**src/rtl/uart_tx_scheduler.sv**
```systemverilog
// Single owner of the TX FIFO write port: arbitrates command-character echo
// against HH:MM:SS[\r\n] time-report frames without interleaving messages.
module uart_tx_scheduler #(
    parameter logic [7:0] SEP_CHAR = 8'h3A,
    parameter bit         CRLF_EN  = 1'b1
) (
    input  logic       clk,
    input  logic       rst,
    input  logic       echo_valid,
    input  logic [7:0] echo_data,
    input  logic       report_req,
    input  logic [4:0] i_hour,
    input  logic [5:0] i_min,
    input  logic [5:0] i_sec,
    input  logic       tx_full,
    output logic       tx_push,
    output logic [7:0] tx_data,
    output logic       busy,
    output logic       echo_drop
);

    localparam logic [1:0] ST_IDLE   = 2'd0;
    localparam logic [1:0] ST_ECHO   = 2'd1;
    localparam logic [1:0] ST_REPORT = 2'd2;

    localparam logic [3:0] LAST_IDX = CRLF_EN ? 4'd9 : 4'd7;

    logic [1:0]      state_reg, state_next;
    logic [3:0]      idx_reg, idx_next;
    logic            echo_pend_reg, echo_pend_next;
    logic [7:0]      echo_buf_reg, echo_buf_next;
    logic            report_pend_reg, report_pend_next;
    logic [2:0][5:0] snap_reg, snap_next;
    logic [7:0]      tx_data_reg, tx_data_next;
    logic            echo_drop_reg, echo_drop_next;

    logic [2:0][7:0] tens_byte;
    logic [2:0][7:0] ones_byte;
    logic [5:0]      live_hour;
    logic [7:0]      live_hour_tens;
    logic [3:0]      idx_plus;
    logic [7:0]      next_byte;
    logic            echo_consumed;

    // Snapshot fields: 0 = hour, 1 = minute, 2 = second; encoded unclamped.
    genvar gi;
    generate
        for (gi = 0; gi < 3; gi++) begin : g_digits
            assign tens_byte[gi] = {4'h3, 4'(snap_reg[gi] / 6'd10)};
            assign ones_byte[gi] = {4'h3, 4'(snap_reg[gi] % 6'd10)};
        end
    endgenerate

    assign live_hour      = {1'b0, i_hour};
    assign live_hour_tens = {4'h3, 4'(live_hour / 6'd10)};

    assign tx_push       = ((state_reg == ST_ECHO) || (state_reg == ST_REPORT)) && !tx_full;
    assign tx_data       = tx_data_reg;
    assign busy          = (state_reg != ST_IDLE);
    assign echo_drop     = echo_drop_reg;
    assign echo_consumed = (state_reg == ST_ECHO) && tx_push;
    assign idx_plus      = idx_reg + 4'd1;

    always_comb begin
        next_byte = tens_byte[0];
        case (idx_plus)
            4'd1:    next_byte = ones_byte[0];
            4'd2:    next_byte = SEP_CHAR;
            4'd3:    next_byte = tens_byte[1];
            4'd4:    next_byte = ones_byte[1];
            4'd5:    next_byte = SEP_CHAR;
            4'd6:    next_byte = tens_byte[2];
            4'd7:    next_byte = ones_byte[2];
            4'd8:    next_byte = 8'h0D;
            4'd9:    next_byte = 8'h0A;
            default: next_byte = tens_byte[0];
        endcase
    end

    always_comb begin
        state_next       = state_reg;
        idx_next         = idx_reg;
        echo_pend_next   = echo_pend_reg;
        echo_buf_next    = echo_buf_reg;
        report_pend_next = report_pend_reg;
        snap_next        = snap_reg;
        tx_data_next     = tx_data_reg;
        echo_drop_next   = 1'b0;

        // A byte arriving on the cycle the old one leaves reuses the slot.
        if (echo_consumed) begin
            echo_pend_next = 1'b0;
        end
        if (echo_valid) begin
            if (!echo_pend_reg || echo_consumed) begin
                echo_pend_next = 1'b1;
                echo_buf_next  = echo_data;
            end else begin
                echo_drop_next = 1'b1;
            end
        end

        case (state_reg)
            ST_IDLE: begin
                if (echo_pend_reg) begin
                    state_next   = ST_ECHO;
                    tx_data_next = echo_buf_reg;
                end else if (report_pend_reg) begin
                    state_next       = ST_REPORT;
                    idx_next         = 4'd0;
                    report_pend_next = 1'b0;
                    snap_next[0]     = live_hour;
                    snap_next[1]     = i_min;
                    snap_next[2]     = i_sec;
                    tx_data_next     = live_hour_tens;
                end
            end
            ST_ECHO: begin
                if (tx_push) begin
                    state_next = ST_IDLE;
                end
            end
            ST_REPORT: begin
                if (tx_push) begin
                    if (idx_reg == LAST_IDX) begin
                        state_next = ST_IDLE;
                    end else begin
                        idx_next     = idx_plus;
                        tx_data_next = next_byte;
                    end
                end
            end
            default: begin
                state_next = ST_IDLE;
            end
        endcase

        // Set after the IDLE->REPORT clear so a request during a frame queues another.
        if (report_req) begin
            report_pend_next = 1'b1;
        end
    end

    always_ff @(posedge clk) begin
        if (rst) begin
            state_reg       <= ST_IDLE;
            idx_reg         <= 4'd0;
            echo_pend_reg   <= 1'b0;
            echo_buf_reg    <= 8'h00;
            report_pend_reg <= 1'b0;
            snap_reg        <= '0;
            tx_data_reg     <= 8'h00;
            echo_drop_reg   <= 1'b0;
        end else begin
            state_reg       <= state_next;
            idx_reg         <= idx_next;
            echo_pend_reg   <= echo_pend_next;
            echo_buf_reg    <= echo_buf_next;
            report_pend_reg <= report_pend_next;
            snap_reg        <= snap_next;
            tx_data_reg     <= tx_data_next;
            echo_drop_reg   <= echo_drop_next;
        end
    end

endmodule

```
**config.mk**
```make
export PLATFORM = sky130hd
export DESIGN_NAME = uart_tx_scheduler
export DESIGN_NICKNAME = d
export VERILOG_FILES = /design/src/rtl/uart_tx_scheduler.sv
export SDC_FILE = /design/constraint.sdc
export NUM_CORES = 1
export LEC_CHECK = 0
export ABC_AREA = 1
export BUFFER_PORTS_ARGS = -buffer_cell sky130_fd_sc_hd__buf_4
export CORE_AREA = 8 8 88 90
export DETAILED_ROUTE_END_ITERATION = 12
export DIE_AREA = 0 0 96 98
export GPL_ROUTABILITY_DRIVEN = 1
export PLACE_DENSITY_LB_ADDON = 0.12
export SETUP_SLACK_MARGIN = 0.4
export SLEW_MARGIN = 15
export SYNTH_ARGS = -nofsm -noshare
export SYNTH_HDL_FRONTEND = slang
export SYNTH_SLANG_ARGS = --single-unit
```
**constraint.sdc**
```tcl
create_clock -name clk -period 5.7 [get_ports clk]
set_clock_uncertainty 0.1 [all_clocks]
set_input_delay 1.14 -clock clk [delete_from_list [all_inputs] [get_ports clk]]
set_output_delay 1.14 -clock clk [all_outputs]
set_load 0.005 [all_outputs]
```
==> results of run 1 <==
[synth_stat cells (4+ instances only)]
library cell   n
inv_2          5
nor3_1         6
nor2_2         4
ha_1          16
nand4_1        6
nand2_2       12
nand2_1       54
clkbuf_1       8
o22ai_1        6
inv_1         52
a21oi_1       43
nand3_2        6
dfxtp_1       42
nand3_1       23
o21ai_0       40
nand2_4        4
nor2_1        35
a211oi_1       7
[per-stage QoR]
step	util	std cells
after global routing	0.501	516
after CTS	0.501	516
after floorplan	-	396
after global placement	0.488	508
after detailed placement	0.488	508
final	0.501	516
[power by group through the flow]
stage               clock network [µW]  logic [µW]  registers (µW)
floorplan                            0         526             400
global placement                     0         698             414
detailed placement                   0         703             413
CTS                                202         707             407
global route                       215         805             416
finish                             197         704             407
[worst max-delay path: stages, from the launching register on]
cell     delay (ps)
dfxtp_1         430
ha_1            310
xor2_4          310
nand3_4         150
inv_2            90
nand2_2          60
nand2_4         100
inv_2            60
o21ai_2          70
nand2_1          80
inv_1           100
ha_1            160
nand3_1          70
nor2_1          110
nand3_2         150
nand3_4         150
nand2_1          70
o21ai_2          80
nand2_2         100
nand2_2          80
nand2_1          50
nand3_1          60
nand2_1          60
nand2_1          70
a21oi_2          50
[layout make-up]
| type | instances | share of cell area |
|---|---|---|
| clock inverters | 2 | 0.00423 |
| inverters | 58 | 0.0669 |
| clock buffers | 6 | 0.0223 |
| repair buffers | 40 | 0.0923 |
| flip-flops and latches | 42 | 0.258 |
| well taps | 80 | 0.0308 |
| multi-input cells | 288 | 0.525 |
[metal layers]
| metal | wire length, µm | vias to the layer above | track usage |
|---|---|---|---|
| met5 | 0 | - | 0 |
| met4 | 120 | 0 | 0.0379 |
| met3 | 311 | 10 | 0.0453 |
| met2 | 3470 | 47 | 0.282 |
| met1 | 3380 | 1225 | 0.198 |
| li1 | - | 1399 | - |
[logic make-up after synthesis]
group / share of synthesized area
AND/OR/NAND/NOR: 0.291
XOR/XNOR: 0.0242
adder cells (fa/ha/maj): 0.0716
flip-flops: 0.301
buffers and inverters: 0.0886
AO/OA/AOI/OAI: 0.224
[final timing paths]
kind	from	to	slack (ps)	depth (start not counted)
setup / recovery	idx_reg[0]	tx_data[2]	2470	24
hold / removal	tx_data[5]	tx_data[5]	370	2
setup reg to reg	idx_reg[0]	tx_data[2]	2470	24
hold reg to reg	tx_data[5]	tx_data[5]	370	2
==> flow_summary_export.csv, run 1 <==
group,metric,value,unit
finish,fin_area,3250,µm²
power,swShare,0.466,
clock_tree,ctsHoldBuffers,0,
synthesis,avgSynthCellArea,7.06,µm²
synthesis,synth_ff_type,"dfxtp_1",
power,power,1310,µW
critical_path,cp_max_fo,8,
finish,antenna_cells,0,
floorplanning,dieWidth,96,µm
timing,rsz0062_at_grt,"no",
synthesis,synth-async-reset-ratio,0,
power,pwr-share-clk,0.151,
grt,grt_pass1_wl,12.6,mm
critical_path,setup.worst_path.end_class,"flop",
timing,finalSetupTns,0,ps
finish,multi_input_area,1710,µm²
synthesis,synth-edff-count,0,
route,drcViolationCount,0,
finish,finalNetCount,481,
critical_path,crit_type,"reg2reg",
power,p_int,699,µW
synthesis,ys_ff_latch,42,
finish,area_delta_synth_final,16.3,%
grt,grt_pass1_vias,2697,
route,drtIter0Drc,70,
clock_tree,root_buffer,"clkbuf_8",
finish,drive_gt1_frac,0.211,
clock_tree,cts_buffers,5,
route,postRouteWirelength,7.28,mm
job,cap_viol_max_count,0,
route,via_per_inst,5.20,
timing,worst_slew_pin_slew,901,ps
timing,relSlewSlack,0.398,
timing,slew_viol_final,0,
power,ir_drop,0.176,mV
floorplanning,dieArea,9410,µm²
clock_tree,clk_path_buf_depth,2,
synthesis,synth_top_cell_by_area,"dfxtp_1",
power,seq_power_share,0.311,
clock_tree,post_cts_buffers,0,
timing,min_period,3230,ps
grt,track_usage,0.166,
critical_path,start_kind,"flop",
run_status,outcome,"completed",
clock_tree,path_clk_slew,80,ps
finish,largest_reg_flops,17,
floorplanning,core,6490,µm²
synthesis,synthDistinctLibCells,35,
clock_tree,cts_tree,"built",
route,firstDrtPassIters,4,
grt,antenna_found_initial,0,
floorplanning,ios,41,
synthesis,synth_top_area_share,0.301,
worst_hold_path,hold_path.class,"reg2reg",
placement,pre_cts_ws,2510,ps
grt,grt_max_degree,33,
grt,grt-ovfl-total,0,
clock_tree,cts.sink_count,42,
timing,max_freq,310,MHz
timing,post-route-period-util,0.567,
placement,numPortBuffers,40,
synthesis,synth_nets,442,
timing,fin_ws,2470,ps
route,via_count,2681,
synthesis,syn_area,2800,µm²
finish,final_common_cell,"nand2_1",
clock_tree,cts_resized,0,
timing,timing.hold.ws,374,ps
power,p_switching,609,µW
synthesis,ys_warn_count,0,
synthesis,syn_inst,396,
timing,finalHoldViolCount,0,
route,wire_per_inst,14.1,µm
finish,regArea,841,µm²
timing,setup_violations,0,
synthesis,seq_area_frac_synth,0.301,
route,drtAntennaViolNets,0,
placement,place_congestion,0.893,
finish,mostFrequentLayoutCells,"nand2_1 (54), inv_1 (52), a21oi_1 (43)",
floorplanning,num_rows,30,
placement,postPlaceCellArea,3170,µm²
power,p_comb_frac,0.538,
power,powerDensity,402,nW/µm²
clock_tree,clk_latency,310,ps
finish,fill_cells,668,
clock_tree,htreeDepth,2,
power,p_leak,0.00150,µW
synthesis,synth_area_leaders,"dfxtp_1 (30%), a21oi_1 (7.7%), nand2_1 (7.2%), ha_1 (7.2%), o21ai_0 (7.2%)",
floorplanning,start_util,0.431,
critical_path,crit_required,5790,ps
critical_path,arrival,3320,ps
placement,hpwl,5.67,mm
floorplanning,die_h,98,µm
Note: power is estimated with default switching activity, not from simulation.
==> run 2, diff against run 1 <==
Clock period 5.7 ns to 2.8 ns, I/O delays scaled along.
==> flow_summary_export.csv, run 2 (synthesis gave the netlist of run 1 again) <==
group,metric,value,unit
run_status,outcome,"finished, violations left",
run_status,violations,"setup timing",
critical_path,cp_max_fo,5,
placement,numPortBuffers,40,
grt,grtUsageMet1,0.212,
clock_tree,path_clk_slew,90,ps
clock_tree,cts.sink_count,42,
finish,fill_cells,656,
timing,slew_viol_final,0,
critical_path,crit_cells,19,
power,p_leak,0.00170,µW
finish,antenna_cells,0,
critical_path,cpMaxStageDelayCell,"dfxtp_4",
worst_hold_path,whs_path_depth,3,
route,drtAntennaViolNets,0,
finish,largest_reg_flops,17,
critical_path,crit_type,"reg2reg",
placement,pre_cts_ws,-167,ps
finish,finalNetCount,520,
grt,grt_use_met2,0.284,
finish,layout.cells.non_filler,555,
timing,worst_slew_pin_slew,677,ps
floorplanning,die_h,98,µm
finish,area_delta_synth_final,32.4,%
floorplanning,dieWidth,96,µm
finish,final_common_cell,"buf_4",
critical_path,path_buf_inv,1,
power,ir_drop,0.360,mV
route,via_count,2826,
floorplanning,core,6490,µm²
finish,mostFrequentLayoutCells,"buf_4 (78), nand2_1 (50), inv_1 (49)",
grt,grt_pass1_wl,13.0,mm
clock_tree,ctsHoldBuffers,0,
clock_tree,cts_tree,"built",
critical_path,critical_path.top_delay_family,"simple AND/OR/NAND/NOR gates",
critical_path,setup.worst_path.end_class,"flop",
job,cap_viol_max_count,0,
placement,placed_cells,536,
critical_path,cpPeakStageDelay,390,ps
clock_tree,clk_path_buf_depth,2,
power,powerDensity,831,nW/µm²
finish,multi_input_area,1840,µm²
timing,rsz0062_at_grt,"yes",
grt,grt_max_degree,33,
clock_tree,root_buffer,"clkbuf_8",
clock_tree,clk_latency,300,ps
grt,grt.busiest_layer,"met2",
timing,max_freq,346,MHz
timing,relSlewSlack,0.548,
grt,grt_pass1_vias,2851,
route,drtIter0Drc,112,
critical_path,path_cells,"ha_4 > xor2_4 > nand3_4 > nand2_4 > nor2_4 > o21ai_2 > nand2_2 > inv_2 > ha_4 > nand3_2 > nor2_2 > nand3_2 > o21ai_0 > nor2_4 > nand3_1 > nand3_1 > nand2_1 > nand2_1 > a21oi_2",
floorplanning,start_util,0.431,
critical_path,start_kind,"flop",
placement,place_congestion,0.863,
grt,grtUsageMet3,0.0338,
clock_tree,htreeDepth,2,
timing,fin_ws,-91.4,ps
finish,drive_gt1_frac,0.324,
timing,min_period,2890,ps
clock_tree,cts_buffers,5,
timing,post-route-period-util,1.03,
placement,hpwl,5.97,mm
finish,regArea,850,µm²
route,wire_per_inst,14.0,µm
critical_path,rr_worst_depth,19,
route,firstDrtPassIters,4,
grt,track_usage,0.169,
grt,antenna_found_initial,0,
floorplanning,dieArea,9410,µm²
route,drcViolationCount,0,
critical_path,crit_required,2940,ps
route,via_per_inst,5.09,
worst_hold_path,hold_path.class,"in2reg",
critical_path,arrival,3030,ps
floorplanning,num_rows,30,
floorplanning,ios,41,
grt,grt-ovfl-total,0,
route,postRouteWirelength,7.78,mm
timing,setup_violations,4,
timing,finalHoldViolCount,0,
==> run 2: area by class of cell <==
type / count / area share
clock buffer: 7 / 0.0233
tap: 80 / 0.0270
timing repair buffer: 79 / 0.161
sequential: 42 / 0.229
inverter: 58 / 0.0595
clock inverter: 1 / 0.00237
multi-input combinational: 288 / 0.497
==> run 2: metrics by stage <==
stage	setup TNS, ps	cell area (µm²)	hold slack [ps]	total power, µW	util
after CTS	-69.0	3570	351	2970	0.550
after floorplan	0	2840	344	1910	-
after global routing	-935	3700	401	3340	0.570
after detailed placement	-432	3420	364	2490	0.527
final	-279	3700	356	3080	0.570
after global placement	-267	3420	358	2470	0.527
==> run 2: report_power, final <==
| group | switching [µW] | total, µW | internal, µW |
|---|---|---|---|
| clock network | 228 | 432 | 204 |
| logic | 1040 | 1810 | 771 |
| registers | 107 | 838 | 732 |
==> run 2: worst min-delay path: cells and delay by family <==
family                 cells  cell delay, ps
AND/OR/NAND/NOR            1              60
buffers and inverters      1              80
AO/OA/AOI/OAI              1              30
==> run 2: layer usage <==
metal	up-vias	wire, µm
met3	11	274
met2	49	3700
met4	0	116
li1	1475	-
met5	-	0
met1	1291	3690
==> run 2: final timing paths <==
| check | start | to | slack [ps] |
|---|---|---|---|
| hold reg to reg | tx_data[5] | tx_data[5] | 370 |
| setup / recovery | idx_reg[0] | tx_data[2] | -90 |
| hold / removal | report_req | report_pend_reg | 360 |
| setup reg to reg | idx_reg[0] | tx_data[2] | -90 |
==> run 2: repair_timing <==
| item | CTS | global route |
|---|---|---|
| setup endpoints to repair | 4 | 4 |
| setup buffers | 5 | 6 |
| pin swaps | 6 | 13 |
| gates resized for setup | 5 | 20 |
